`config.mk`:
```
export PLATFORM = sky130hd
export DESIGN_NAME = button_pulse
export DESIGN_NICKNAME = d
export VERILOG_FILES = /design/src/rtl/button_pulse_pkg.sv /design/src/rtl/sync_2ff.sv /design/src/rtl/button_pulse.sv
export SDC_FILE = /design/constraint.sdc
export NUM_CORES = 1
export LEC_CHECK = 0
export BUFFER_PORTS_ARGS = -buffer_cell sky130_fd_sc_hd__buf_2
export CELL_PAD_IN_SITES_DETAIL_PLACEMENT = 0
export CELL_PAD_IN_SITES_GLOBAL_PLACEMENT = 1
export CORE_ASPECT_RATIO = 0.9
export CORE_MARGIN = 2
export CORE_UTILIZATION = 38
export DETAILED_ROUTE_END_ITERATION = 6
export PLACE_DENSITY_LB_ADDON = 0.12
export SKIP_CTS_REPAIR_TIMING = 1
export SKIP_LAST_GASP = 1
export SLEW_MARGIN = 40
export SYNTH_ARGS = -nofsm -noshare
export SYNTH_HDL_FRONTEND = slang
export SYNTH_HIERARCHICAL = 1
export SYNTH_SLANG_ARGS = --single-unit
```
`constraint.sdc`:
```
create_clock -name clk_100Mhz -period 2.32 [get_ports clk_100Mhz]
set_clock_uncertainty 0.1 [all_clocks]
set_input_delay 0.232 -clock clk_100Mhz [delete_from_list [all_inputs] [get_ports clk_100Mhz]]
set_output_delay 0.232 -clock clk_100Mhz [all_outputs]
set_load 0.03 [all_outputs]
```
`src/rtl/button_pulse_pkg.sv`:
```
// button_pulse_pkg: state encoding, default timing constants and helpers shared by button_pulse
package button_pulse_pkg;

    typedef enum logic [1:0] {IDLE, PRESS_WAIT, HELD, RELEASE_WAIT} state_t;

    localparam int DEF_DEBOUNCE_CYCLES = 1000000;
    localparam int DEF_REPEAT_DELAY    = 50000000;
    localparam int DEF_REPEAT_PERIOD   = 20000000;

    function automatic int max2(input int a, input int b);
        return a > b ? a : b;
    endfunction

endpackage

```
`src/rtl/sync_2ff.sv`:
```
// sync_2ff: two-flop synchronizer with synchronous active-high reset, for asynchronous single-bit inputs
module sync_2ff (
    input  logic clk,
    input  logic reset,
    input  logic async_sig,
    output logic sync_sig
);

    logic meta;

    always_ff @(posedge clk) begin
        if (reset) {sync_sig, meta} <= 2'b00;
        else {sync_sig, meta} <= {meta, async_sig};
    end

endmodule

```
`src/rtl/button_pulse.sv`:
```
// button_pulse: debounced button level plus single-cycle press strobe.
// Define BUTTON_PULSE_REPEAT_EN to add auto-repeat strobes while the button stays held.
module button_pulse
    import button_pulse_pkg::*;
#(
    parameter int DEBOUNCE_CYCLES = DEF_DEBOUNCE_CYCLES,
    parameter int REPEAT_DELAY    = DEF_REPEAT_DELAY,
    parameter int REPEAT_PERIOD   = DEF_REPEAT_PERIOD
) (
    input  logic clk_100Mhz,
    input  logic reset_in,
    input  logic btn_in,
    output logic btn_pulse,
    output logic btn_level
);

    localparam int DW = $clog2(DEBOUNCE_CYCLES + 1);
    localparam logic [DW-1:0] D_LAST = DW'(DEBOUNCE_CYCLES - 1);

    if (DEBOUNCE_CYCLES < 1 || REPEAT_DELAY < 1 || REPEAT_PERIOD < 1) begin : g_bad_param
        $error("button_pulse: timing parameters must be >= 1");
    end

    logic sync;
    state_t state;
    logic [DW-1:0] cnt;

    sync_2ff u_sync (
        .clk      (clk_100Mhz),
        .reset    (reset_in),
        .async_sig(btn_in),
        .sync_sig (sync)
    );

`ifdef BUTTON_PULSE_REPEAT_EN
    localparam int RCW = $clog2(max2(REPEAT_DELAY, REPEAT_PERIOD) + 1);
    localparam logic [RCW-1:0] DELAY_LAST  = RCW'(REPEAT_DELAY - 1);
    localparam logic [RCW-1:0] PERIOD_LAST = RCW'(REPEAT_PERIOD - 1);
    logic [RCW-1:0] rcnt;
    logic repeating;
    logic rpt_hit;
    assign rpt_hit = rcnt == (repeating ? PERIOD_LAST : DELAY_LAST);
`endif

    always_ff @(posedge clk_100Mhz) begin
        if (reset_in) begin
            state <= IDLE;
            cnt <= '0;
            btn_pulse <= 1'b0;
            btn_level <= 1'b0;
`ifdef BUTTON_PULSE_REPEAT_EN
            rcnt <= '0;
            repeating <= 1'b0;
`endif
        end else begin
            btn_pulse <= 1'b0;
            case (state)
                IDLE:
                    if (sync) begin
                        if (DEBOUNCE_CYCLES == 1) begin
                            state <= HELD;
                            btn_pulse <= 1'b1;
                            btn_level <= 1'b1;
                        end else begin
                            state <= PRESS_WAIT;
                            cnt <= DW'(1);
                        end
                    end
                PRESS_WAIT:
                    if (!sync) begin
                        state <= IDLE;
                        cnt <= '0;
                    end else if (cnt == D_LAST) begin
                        state <= HELD;
                        cnt <= '0;
                        btn_pulse <= 1'b1;
                        btn_level <= 1'b1;
                    end else cnt <= cnt + 1'b1;
                HELD:
                    if (!sync) begin
                        if (DEBOUNCE_CYCLES == 1) begin
                            state <= IDLE;
                            btn_level <= 1'b0;
                        end else begin
                            state <= RELEASE_WAIT;
                            cnt <= DW'(1);
                        end
`ifdef BUTTON_PULSE_REPEAT_EN
                        rcnt <= '0;
                        repeating <= 1'b0;
                    end else if (rpt_hit) begin
                        // a strobe is never allowed two cycles running, even with 1-cycle timings
                        rcnt <= '0;
                        repeating <= 1'b1;
                        btn_pulse <= !btn_pulse;
                    end else begin
                        rcnt <= rcnt + 1'b1;
`endif
                    end
                RELEASE_WAIT:
                    if (sync) begin
                        state <= HELD;
                        cnt <= '0;
                    end else if (cnt == D_LAST) begin
                        state <= IDLE;
                        cnt <= '0;
                        btn_level <= 1'b0;
                    end else cnt <= cnt + 1'b1;
                default: state <= IDLE;
            endcase
        end
    end

endmodule

```
==> results.txt <==
- The first global-routing pass estimated 5000 um of wire.
- Share of the cycle needed by the critical path after routing: 0.909
- Die footprint: 4070 sq um
- Detailed-router iteration count before antenna repair: 4
* Clock tree from TritonCTS: built
- Summed over all failing endpoints, the final setup total negative slack is 0 ns.
* Initial antenna violation count: 0
- Summed over all nets, the half-perimeter wirelength after detailed placement is 2100 um.
* Number of pins with negative max-slew slack in the final report: 0
* Max-cap violations: 0
* Total congestion overflow after global routing: 0
- Weighted congestion reported at the end of routability-driven placement: 0.819
* Vias post-DR: 1124
- CP Class: flip-flop to flip-flop
* Register bit total from synthesis: 26
- The worst register-to-register path begins at cnt[9].
- Maximum resistive drop on vdd: 0.222 mV
- dfxtp_1 takes more of the synthesized area than any other cell.
- Type of element capturing the critical path: flip-flop
- Residual DRC: 0
- Fraction of layout cells with a size suffix above 1: 0.151
* Static Leak: 0.585 nW
* Overall Global Routing Usage: 0.165
- Syn_area_per_cell: 8.76 sq um
- At the worst endpoint, the arrival time is 2.17 ns.
- For this run, the slowest stage of the critical path takes 0.51 ns.
- Port Buffers: 4
- Final routed wire length divided by cell count: 13.8 um
- Width of the chip: 67.0 um
- Y dimension of the die: 60.7 um
- After technology mapping, the gate count stands at 155.
* Clock input transition at the sequential cells of the worst setup and hold paths: 0.09 ns
- TritonCTS created 3 clock buffers.
* Sequential area share after synthesis: 0.383
* HP Start: btn_in
* Setup repair after global routing missed its margin: false
- The clock drives 26 sinks.
- In this run the register-to-register setup slack is 0.21 ns.
- Clock tree synthesis selected as its root buffer the cell clkbuf_8.
* Worst path slowest cell: or4b_4
- Core Area: 3400 sq um
- Maximum number of pins on one net before global-route repair: 18
- Final Instance Count excl. Fillers: 210
- Of all nets on the critical path, the largest fanout is 9.
- The smallest clock period supported by the final layout is computed as 2.11 ns.
- Final number of hold-violating endpoints: 0
- Synth warnings: 6
- Sorting the synthesized cells by area gives the leading types as dfxtp_1, mux2i_1, a21oi_1.
- The synthesized netlist occupies a cell area of 1360 sq um.
* Ports placed on the boundary: 5
- For this run, asynchronously set or reset flops after synthesis account for 0.
* EDFF count, synth: 0
- Nets: 171
- Least-Margin Pin Slew: 0.673 ns
- Power spread over the standard cell area amounts to 563 nW/um^2.
- Vias in the first global route: 1027
* Count of endpoints failing setup in the final report: 0
- The commonest cells after synthesis are dfxtp_1, a21oi_1, nor2_1, nand2_1, nand3_1.
* Critical Path Source: cnt[9]
* Area overhead of the layout relative to synthesis: 13.5%
- The initialized floorplan defines 20 standard-cell rows.
- Cells along the critical path: or4b_4 -> nor4_4 -> a21oi_2 -> buf_4 -> a21oi_1 -> mux2i_1
- STA puts the critical path data required time at 2.38 ns.
- Proportion of netlist area held by the largest area contributor: 0.383
* Buffer levels on the longest clock path: 2
- Remaining antenna violation count: 0
- Outcome: complete, no violations
* Via count normalized by instance count: 5.35
- Share of the core filled with cells: 0.453
* Ant diodes: 0
* Worst min-delay path category: primary input to flip-flop
* Prevailing post-synth register cell: dfxtp_1
- The initial utilization of the core area, before any placement, comes to 0.399.
- When the netlist entered floorplanning its net count stood at 159.
* Fmax: 474 MHz
- Number of DRC markers in iteration 0: 55
- Cell variety after synth: 41
- Later-pin clock latency in the skew report: 0.27 ns
- Count of placed standard cells including taps: 206
- Slew headroom: 0.550
- The worst setup path is launched from a flip-flop.
- Wires add up to 2910 um.
- In this run the number of H-tree levels came out at 1.
- Most frequently used cell type in the post-synthesis netlist: dfxtp_1
sequential cells by signal, indices dropped and copies added, names as in the netlist, named ones only:
register / count
btn_level: 1
state: 1
cnt: 20
btn_pulse: 1
u_sync/meta: 1
u_sync/sync_sig: 1
final timing paths:
kind,to,depth (start not counted)
setup / recovery,cnt[15],6
hold / removal,u_sync/meta,2
setup reg to reg,cnt[15],6
hold reg to reg,u_sync/sync_sig,1
critical path, delay by kind of cell, from the launching register on:
| kind | cells | cell delay [ns] |
|---|---|---|
| compound gates | 2 | 0.32 |
| buf+inv | 1 | 0.20 |
| flops | 1 | 0.44 |
| mux | 1 | 0.08 |
| simple gates | 2 | 0.85 |
metrics by stage:
step	area (sq um)	setup WS [ns]	power [W]	hold slack (ns)
2_1_floorplan	1360	0.432	0.000494	0.204
3_3_place_gp	1460	0.272	0.000503	0.319
3_5_place_dp	1470	0.240	0.000505	0.332
4_1_cts	1540	0.222	0.000881	0.0566
5_1_grt	1540	0.0533	0.000899	0.0800
6_report	1540	0.211	0.000867	0.0677
logic make-up after synthesis:
| kind of cell | Yosys count | synth area share |
|---|---|---|
| buf+inv | 11 | 0.0387 |
| compound gates | 35 | 0.153 |
| simple gates | 70 | 0.325 |
| mux | 8 | 0.0590 |
| flops | 26 | 0.383 |
| xor+xnor | 4 | 0.0313 |
| fa+ha+maj | 1 | 0.00922 |
cell usage in the layout, fill, tap and decap left out, types with 4 or more instances in the layout:
cell,count
dfxtp_1,26
buf_2,4
a21oi_1,15
o21ai_0,7
buf_4,8
nand4_1,8
a22o_1,4
inv_1,6
mux2i_1,8
nor2_1,12
nand2_1,11
or3_1,6
nand3_1,10
layer usage:
metal / vias up / share of wire / routed length (um) / GRT usage
met5: - / 0 / 0 / 0
met4: 0 / 0.0052 / 15 / 0.0612
met3: 2 / 0.011 / 31 / 0.0223
met2: 4 / 0.42 / 1230 / 0.235
met1: 529 / 0.56 / 1630 / 0.253
li1: 589 / - / - / -
final cells by class:
cell class / instances / area, sq um
tap: 44 / 55.1
fill: 349 / 1860
clock inverter: 1 / 30.0
clock buffer: 3 / 41.3
timing repair buffer: 12 / 80.1
multi-input combinational: 118 / 791
inverter: 6 / 22.5
sequential: 26 / 520
power breakdown:
group	switching, W	internal (W)
clock network	0.000142	0.000231
registers	0.00000514	0.000451
logic	0.0000233	0.0000155
total	0.000170	0.000697
Power figures use the tool's default switching activity.
